$ cat config.mk
export PLATFORM = sky130hd
export DESIGN_NAME = ddc_pwr_det
export DESIGN_NICKNAME = d
export VERILOG_FILES = /design/src/rtl/ddc_pwr_det.sv
export SDC_FILE = /design/constraint.sdc
export NUM_CORES = 2
export LEC_CHECK = 0
export BUFFER_PORTS_ARGS = -buffer_cell sky130_fd_sc_hd__buf_2
export CORE_UTILIZATION = 55
export DETAILED_ROUTE_END_ITERATION = 6
export PLACE_DENSITY_LB_ADDON = 0.1
export SYNTH_ARGS = -nofsm -noshare
export SYNTH_HDL_FRONTEND = slang
export SYNTH_SLANG_ARGS = --single-unit
$ cat constraint.sdc
create_clock -name CLK -period 7.9 [get_ports CLK]
set_input_delay 0.79 -clock CLK [delete_from_list [all_inputs] [get_ports CLK]]
set_output_delay 0.79 -clock CLK [all_outputs]
set_load 0.05 [all_outputs]
$ cat src/rtl/ddc_pwr_det.sv
// Windowed I/Q power detector for a DDC channel output: mean and peak of I^2+Q^2
// over 2^LOG2N samples, presented through a valid/ready result port with overflow flag.
module ddc_pwr_det #(
  parameter int DW    = 16,
  parameter int LOG2N = 10
) (
  input  logic              CLK,
  input  logic              RST,
  input  logic              CLR,
  input  logic              DIN_OE,
  input  logic [DW-1:0]     DIN_I,
  input  logic [DW-1:0]     DIN_Q,
  output logic              PWR_VLD,
  input  logic              PWR_RDY,
  output logic [2*DW-1:0]   PWR_DAT,
  output logic [2*DW-1:0]   PEAK_DAT,
  output logic              OVF
);

  localparam int SW = 2*DW - 1;
  localparam int PW = 2*DW;
  localparam int AW = 2*DW + LOG2N;

  // stage 1: squares
  logic [DW-1:0]    abs_i_s, abs_q_s;
  logic [SW-1:0]    absx_i_s, absx_q_s;
  logic [SW-1:0]    isq_d, isq_q, qsq_d, qsq_q;
  logic             s1_vld_d, s1_vld_q;
  // stage 2: instantaneous power
  logic [PW-1:0]    p_d, p_q;
  logic             s2_vld_d, s2_vld_q;
  // stage 3: window integration
  logic [AW-1:0]    acc_sum_s, acc_d, acc_q;
  logic [PW-1:0]    max_new_s, max_d, max_q;
  logic [LOG2N-1:0] cnt_d, cnt_q;
  logic             res_vld_d, res_vld_q;
  logic [PW-1:0]    res_pwr_d, res_pwr_q, res_pk_d, res_pk_q;
  // output port
  logic             vld_d, vld_q, ovf_d, ovf_q;
  logic [PW-1:0]    pwr_d, pwr_q, pk_d, pk_q;

  // Magnitudes fit in DW unsigned bits even for the most negative input.
  always_comb begin
    abs_i_s  = DIN_I[DW-1] ? (DW'(0) - DIN_I) : DIN_I;
    abs_q_s  = DIN_Q[DW-1] ? (DW'(0) - DIN_Q) : DIN_Q;
    absx_i_s = {{(DW-1){1'b0}}, abs_i_s};
    absx_q_s = {{(DW-1){1'b0}}, abs_q_s};
    s1_vld_d = DIN_OE;
    if (DIN_OE) begin
      isq_d = absx_i_s * absx_i_s;
      qsq_d = absx_q_s * absx_q_s;
    end else begin
      isq_d = isq_q;
      qsq_d = qsq_q;
    end
  end

  // Stage 1 registers.
  always_ff @(posedge CLK or negedge RST) begin
    if (!RST) begin
      s1_vld_q <= 1'b0;
      isq_q    <= {SW{1'b0}};
      qsq_q    <= {SW{1'b0}};
    end else if (CLR) begin
      s1_vld_q <= 1'b0;
      isq_q    <= {SW{1'b0}};
      qsq_q    <= {SW{1'b0}};
    end else begin
      s1_vld_q <= s1_vld_d;
      isq_q    <= isq_d;
      qsq_q    <= qsq_d;
    end
  end

  // Stage 2 next state: the extra MSB absorbs the 2^(2*DW-1) corner case.
  always_comb begin
    s2_vld_d = s1_vld_q;
    if (s1_vld_q) begin
      p_d = {1'b0, isq_q} + {1'b0, qsq_q};
    end else begin
      p_d = p_q;
    end
  end

  // Stage 2 registers.
  always_ff @(posedge CLK or negedge RST) begin
    if (!RST) begin
      s2_vld_q <= 1'b0;
      p_q      <= {PW{1'b0}};
    end else if (CLR) begin
      s2_vld_q <= 1'b0;
      p_q      <= {PW{1'b0}};
    end else begin
      s2_vld_q <= s2_vld_d;
      p_q      <= p_d;
    end
  end

  // Integration: the last sample of a window is folded directly into the result.
  always_comb begin
    acc_sum_s = acc_q + {{LOG2N{1'b0}}, p_q};
    max_new_s = (p_q > max_q) ? p_q : max_q;
    acc_d     = acc_q;
    max_d     = max_q;
    cnt_d     = cnt_q;
    res_vld_d = 1'b0;
    res_pwr_d = res_pwr_q;
    res_pk_d  = res_pk_q;
    if (s2_vld_q) begin
      if (cnt_q == {LOG2N{1'b1}}) begin
        res_vld_d = 1'b1;
        res_pwr_d = acc_sum_s[AW-1:LOG2N];
        res_pk_d  = max_new_s;
        acc_d     = {AW{1'b0}};
        max_d     = {PW{1'b0}};
        cnt_d     = {LOG2N{1'b0}};
      end else begin
        acc_d     = acc_sum_s;
        max_d     = max_new_s;
        cnt_d     = cnt_q + LOG2N'(1);
      end
    end else begin
      res_vld_d = 1'b0;
    end
  end

  // Integration registers.
  always_ff @(posedge CLK or negedge RST) begin
    if (!RST) begin
      acc_q     <= {AW{1'b0}};
      max_q     <= {PW{1'b0}};
      cnt_q     <= {LOG2N{1'b0}};
      res_vld_q <= 1'b0;
      res_pwr_q <= {PW{1'b0}};
      res_pk_q  <= {PW{1'b0}};
    end else if (CLR) begin
      acc_q     <= {AW{1'b0}};
      max_q     <= {PW{1'b0}};
      cnt_q     <= {LOG2N{1'b0}};
      res_vld_q <= 1'b0;
      res_pwr_q <= {PW{1'b0}};
      res_pk_q  <= {PW{1'b0}};
    end else begin
      acc_q     <= acc_d;
      max_q     <= max_d;
      cnt_q     <= cnt_d;
      res_vld_q <= res_vld_d;
      res_pwr_q <= res_pwr_d;
      res_pk_q  <= res_pk_d;
    end
  end

  // Output port: a result loads when the slot is empty or being drained, else it is dropped.
  always_comb begin
    vld_d = vld_q;
    pwr_d = pwr_q;
    pk_d  = pk_q;
    ovf_d = ovf_q;
    if (res_vld_q) begin
      if (!vld_q || PWR_RDY) begin
        vld_d = 1'b1;
        pwr_d = res_pwr_q;
        pk_d  = res_pk_q;
      end else begin
        ovf_d = 1'b1;
      end
    end else if (vld_q && PWR_RDY) begin
      vld_d = 1'b0;
    end else begin
      vld_d = vld_q;
    end
  end

  // Output registers.
  always_ff @(posedge CLK or negedge RST) begin
    if (!RST) begin
      vld_q <= 1'b0;
      pwr_q <= {PW{1'b0}};
      pk_q  <= {PW{1'b0}};
      ovf_q <= 1'b0;
    end else if (CLR) begin
      vld_q <= 1'b0;
      pwr_q <= {PW{1'b0}};
      pk_q  <= {PW{1'b0}};
      ovf_q <= 1'b0;
    end else begin
      vld_q <= vld_d;
      pwr_q <= pwr_d;
      pk_q  <= pk_d;
      ovf_q <= ovf_d;
    end
  end

  assign PWR_VLD  = vld_q;
  assign PWR_DAT  = pwr_q;
  assign PEAK_DAT = pk_q;
  assign OVF      = ovf_q;

endmodule

Word level (Yosys, flattened, before mapping):

Cells that the tools add are included.

* shift-type cells: 0
* equal/unequal tests: 3
* multipliers: 2
* reductions and logical operators: 14
* mux-type cells: 42
* bitwise logic cells: 0
* $add $sub $neg: 5
* magnitude comparators: 1
* divide/modulo/power cells: 0

Operators with widths (count)
* 32-bit two-way mux: 18
* 42-bit two-way mux: 3
* 31-bit two-way mux: 4
* 16-bit by 16-bit multiplier with 31-bit output: 2
* 42-bit by 32-bit adder with 42-bit output: 1
* 31-bit by 31-bit adder with 32-bit output: 1
* 32-bit > comparator: 1
* 16-bit two-way mux: 2
* 1-bit by 16-bit subtractor with 16-bit output (first input constant): 2
* 10-bit two-way mux: 3
* 1-bit two-way mux: 12
* 2-bit nonzero test: 6
* 10-bit by 1-bit adder with 10-bit output (second input constant): 1
* 10-bit equality test (second input constant): 1
* 2-bit AND reduction: 4
* 3-bit by 2-bit != test with 1-bit output (second input constant): 1
* 3-bit nonzero test: 1
* 2-bit != test (second input constant): 1
* 1-bit logical AND: 1
* 1-bit logical NOT: 1
* 1-bit logical OR: 1

* memories: 0
* output and inout bits: 66
* bits in writable memories: 0
* bits in registers: 311
* logic and storage cells: 82
* latch bits: 0
* input bits: 37
* bits in read-only memories: 0

Logic depth before layout (Yosys ltp):

* word-level depth: 5
* gate-level depth with buffers: 33
* mapped depth without buffers: 31

Least setup slack after synthesis:

OpenSTA, ideal clock, no wires.

* kind: input -> register
* from: input port DIN_I[0]
* to: register isq_q[18]
* cell stages on the path: 33
* data required time: 7779 ps
* slack: -145 ps
* arrival time: 7924 ps
* path through: inv_1 clkbuf_1 ha_1 nor2b_1 nand2_1 o21ai_0 xor2_1 inv_1 clkbuf_1 nand2_1 inv_1 fa_1 inv_1 fa_1 inv_1 fa_1 inv_1 fa_1 inv_1 fa_1 inv_1 fa_1 inv_1 ha_1 and3_1 and3_1 a21oi_1 a32oi_1 a311o_1 a21o_1 a21oi_1 xnor2_1 a22o_1

* longest elaborated chain between the ends: 5

RTL lines
* from (decl): line 11 `input logic [DW-1:0] DIN_I,`
* 1-bit by 16-bit subtractor with 16-bit output: line 44 `abs_i_s = DIN_I[DW-1] ? (DW'(0) - DIN_I) : DIN_I;`
* 16-bit two-way mux (*): line 44
* 16-bit by 16-bit multiplier with 31-bit output (*): line 50 `isq_d = absx_i_s * absx_i_s;`
* 31-bit two-way mux (*): line 49 `if (DIN_OE) begin`
* 31-bit two-way mux (*): line 64 `end else if (CLR) begin`
* to (signal assigned): line 62 `isq_q <= {SW{1'b0}};`
* to (signal assigned): line 66 `isq_q <= {SW{1'b0}};`
* to (signal assigned): line 70 `isq_q <= isq_d;`
* to (decl): line 27 `logic [SW-1:0] isq_d, isq_q, qsq_d, qsq_q;`

Mark *: on every way between the ends. The rest lies on a longest branch, timed or not. The select of a mux whose other input is x is not followed.
A chain may end at the register's enable or synchronous reset.

Final worst setup path:

* from: input port DIN_I[1]
* to: register isq_q[30]

The elaborated chain is that of the path after synthesis.

==> PnR_summary.wiki <==
{| class="wikitable"
! Metric !! Value
|-
| Number of nets in the layout || 4209
|-
| CTS root buffer || sky130_fd_sc_hd__clkbuf_16
|-
| RSZ-0062 raised after global routing || true
|-
| Core footprint || 55310 um^2
|-
| Reg-to-reg critical path startpoint || p_q[0]$_DFFE_PN0P_
|-
| Biggest cell delay along the critical path || 0.57 ns
|-
| Number of antenna violations at the first check in global routing || 0
|-
| Status || completed
|-
| Detailed-route via count || 24710
|-
| Longest Clk Path Bufs || 3
|-
| Start point of the critical path || DIN_I[1]
|-
| CP arrival || 7.88 ns
|-
| Violation count after the first detailed-route iteration || 1587
|-
| Die Area || 57210 um^2
|-
| Crit path buf inv count || 6
|-
| Unique cell type count in the Yosys netlist || 81
|-
| Cell family contributing the most delay on the critical path || adder cells
|-
| Wire length after detailed routing || 76720 um
|-
| Crit path capture || isq_q[30]$_DFFE_PN0P_
|-
| Crit path kind || in2reg
|-
| Post-Syn Area || 30940 um^2
|-
| Post-synthesis area per instance || 9.026 um^2
|-
| Simple-gate share of the synthesized area || 14.06%
|-
| WP data required || 8.31 ns
|-
| Number of cells on the critical path || 28
|-
| Clock latency of the later-clocked register in the worst-skew pair || 0.54 ns
|-
| Max FO, Critical Path || 4
|-
| Setup-violating endpoint count in the final report || 0
|-
| Layout area overhead || 9.822%
|-
| Synth top area cells || sky130_fd_sc_hd__dfrtp_1, sky130_fd_sc_hd__fa_1, sky130_fd_sc_hd__ha_1
|-
| Share of synthesized area spent on multiplexers || 1.298%
|-
| Fillers || 4909
|-
| Worst slack at placement || -0.1054 ns
|-
| GPL Wtd Cong || 0.9265
|-
| Clock-pin slew on the worst setup and hold paths || 0.06 ns
|-
| Number of slew-limit violations in the final report || 0
|-
| Total CTS buffers || 34
|-
| Final worst-path setup slack || 0.4328 ns
|-
| Count of antenna-violating nets left after detailed routing || 0
|-
| TritonCTS clock tree || built
|-
| Count of clock tree sinks || 309
|-
| Leading cell types in the layout, fill and taps excluded || sky130_fd_sc_hd__inv_1, sky130_fd_sc_hd__nand2_1, sky130_fd_sc_hd__fa_1
|-
| Sequential-to-total area share from yosys stat || 24.99%
|-
| Port Buffers || 102
|-
| Number of warnings printed during yosys synthesis || 0
|-
| Asr flop ratio synth || 100.0%
|-
| Max stage delay cell, worst path || sky130_fd_sc_hd__fa_1
|-
| Layout cell share with drive strength beyond 1 || 8.485%
|-
| Kind of end point of the critical path || flip-flop
|-
| Core utilization of the finished layout || 61.44%
|-
| Cell type with the highest occurrence count on the critical path || sky130_fd_sc_hd__fa_1
|-
| Post-synthesis compound-gate area fraction || 14.36%
|-
| Worst hold-check slack || 0.3097 ns
|-
| Total of flip-flops plus latches after synthesis || 309
|-
| Num rows || 86
|-
| Post-route minimum period || 7.467 ns
|-
| Area share of xor/xnor cells in the synthesized design || 4.048%
|-
| Fraction of the mapped netlist area in adder cells || 32.81%
|-
| Primary flip-flop cell chosen by synthesis mapping || sky130_fd_sc_hd__dfrtp_1
|-
| Vias per cell || 5.706
|-
| Number of placed I/O pins || 103
|-
| Total GRT Usage || 28.09%
|-
| Final number of hold-violating endpoints || 0
|-
| Class of the most critical hold timing path || in2async
|-
| Most common cell after layout, fill and taps aside || sky130_fd_sc_hd__inv_1
|-
| Pin count of the biggest net entering global routing || 148
|-
| H-tree levels || 2
|-
| Post-detailed-placement half-perimeter wirelength || 59500 um
|-
| Fmax || 133.9 MHz
|-
| EDFF count, synth || 0
|-
| Startpoint types || input port
|-
| Library cell with the largest summed area after synthesis || sky130_fd_sc_hd__dfrtp_1
|-
| Via count of the first global-routing pass || 25680
|-
| Worst relative slew slack || 15.64%
|-
| Transition at the pin with the smallest max-transition slack || 1.262 ns
|-
| Mapped Cells || 3428
|-
| Worst setup skew after layout || 0.02435 ns
|-
| Drt wl/cell || 17.71 um
|-
| Width of the chip || 239.2 um
|-
| Aggregate negative setup slack || 0 ns
|-
| Register-to-register setup slack || 3.91 ns
|-
| RR Endpoint || acc_q[30]$_DFFE_PN0P_
|-
| Number of detailed-route iterations in the first pass || 5
|-
| First-pass GRT wire length || 129200 um
|-
| Overall overflow remaining after global route || 0
|-
| Portion of synthesized cell area occupied by the leading cell type || 24.99%
|-
| Post-detailed-route DRC marker count || 0
|-
| Number of maximum-capacitance violations || 0
|-
| Die Ht || 239.2 um
|-
| Final period util || 94.52%
|-
| Final antenna diode count || 0
|-
| Starting density of the core || 55.95%
|-
| Combinational family with the most area after synthesis || adder cells
|-
| Worst Reg2Reg Path Length in Cells || 11
|}
## cell type report
cell class | instances | area, um^2 | area share, %
clock buffers | 53 | 1033 | 3.041
clock inverters | 8 | 112.6 | 0.3314
inverters | 548 | 2058 | 6.057
multi-input cells | 2450 | 20720 | 60.98
flip-flops and latches | 309 | 7732 | 22.75
well taps | 748 | 935.9 | 2.754
repair buffers | 215 | 1388 | 4.083
## through the flow
step | area (um^2) | std cells
final | 33980 | 4331
after global routing | 33980 | 4331
after CTS | 33960 | 4330
after detailed placement | 32810 | 4269
after global placement | 32810 | 4269
after floorplan | 31020 | 3448
## registers in the layout, summed over array words and instances, names as in the netlist, 10 cells and up
name	count
acc_q	42
PEAK_DAT	32
PWR_DAT	32
max_q	32
p_q	32
res_pk_q	32
res_pwr_q	32
isq_q	30
qsq_q	30
cnt_q	10
## synthesized netlist by cell type (10+ instances only)
| cell type | count |
|---|---|
| sky130_fd_sc_hd__nand2_1 | 406 |
| sky130_fd_sc_hd__nand3_1 | 46 |
| sky130_fd_sc_hd__ha_1 | 285 |
| sky130_fd_sc_hd__buf_1 | 12 |
| sky130_fd_sc_hd__inv_1 | 536 |
| sky130_fd_sc_hd__a21oi_1 | 195 |
| sky130_fd_sc_hd__mux2i_1 | 39 |
| sky130_fd_sc_hd__nand4_1 | 18 |
| sky130_fd_sc_hd__a2111oi_0 | 31 |
| sky130_fd_sc_hd__or3_1 | 48 |
| sky130_fd_sc_hd__a211oi_1 | 20 |
| sky130_fd_sc_hd__o21ai_0 | 104 |
| sky130_fd_sc_hd__a22o_1 | 24 |
| sky130_fd_sc_hd__o31ai_1 | 18 |
| sky130_fd_sc_hd__nor2b_1 | 19 |
| sky130_fd_sc_hd__o21a_1 | 25 |
| sky130_fd_sc_hd__o211ai_1 | 12 |
| sky130_fd_sc_hd__clkbuf_1 | 127 |
| sky130_fd_sc_hd__nor3_1 | 66 |
| sky130_fd_sc_hd__and3_1 | 19 |
| sky130_fd_sc_hd__clkinv_1 | 10 |
| sky130_fd_sc_hd__fa_1 | 329 |
| sky130_fd_sc_hd__dfrtp_1 | 309 |
| sky130_fd_sc_hd__a21o_1 | 62 |
| sky130_fd_sc_hd__o21bai_1 | 14 |
| sky130_fd_sc_hd__nand2b_1 | 21 |
| sky130_fd_sc_hd__nor2_1 | 287 |
| sky130_fd_sc_hd__a31oi_1 | 14 |
| sky130_fd_sc_hd__or4_1 | 10 |
| sky130_fd_sc_hd__xor2_1 | 53 |
| sky130_fd_sc_hd__a211o_1 | 12 |
| sky130_fd_sc_hd__xnor2_1 | 90 |
| sky130_fd_sc_hd__a32o_1 | 35 |
## layer usage
metal  track usage [%]  routed length (um)
met5                 0                   0
met2             49.20               39140
met4             7.420                1625
met1             37.18               32420
met3             2.777                3525
## how the worst min path moves through the flow
stage,startpoint,to
after floorplan,res_pwr_q[23]$_DFFE_PN0P_,res_pwr_q[23]$_DFFE_PN0P_
after global placement,acc_q[0]$_DFFE_PN0P_,acc_q[0]$_DFFE_PN0P_
after detailed placement,res_pwr_q[23]$_DFFE_PN0P_,res_pwr_q[23]$_DFFE_PN0P_
after CTS,RST,PEAK_DAT[0]$_DFFE_PN0P_
after global routing,RST,PEAK_DAT[0]$_DFFE_PN0P_
final,RST,PEAK_DAT[0]$_DFFE_PN0P_
## kinds of logic (layout without fill, tap and decap cells)
kind of cell / count (synthesis) / count (layout)
multiplexers: 40 / 40
other: 2 / 22
AO/OA/AOI/OAI: 647 / 647
AND/OR/NAND/NOR: 984 / 984
buffers and inverters: 689 / 824
XOR/XNOR: 143 / 143
adder cells (fa/ha/maj): 614 / 614
flip-flops: 309 / 309
## timing repair
item,in CTS,in global routing
hold endpoints to repair,0,0
setup buffers,0,1
setup endpoints to repair,0,9
gates resized for setup,0,3
hold buffers,0,0
Power is left out: the tool's default activity adds up to more than one toggle a clock period on the data nets, which glitch-free logic cannot reach.
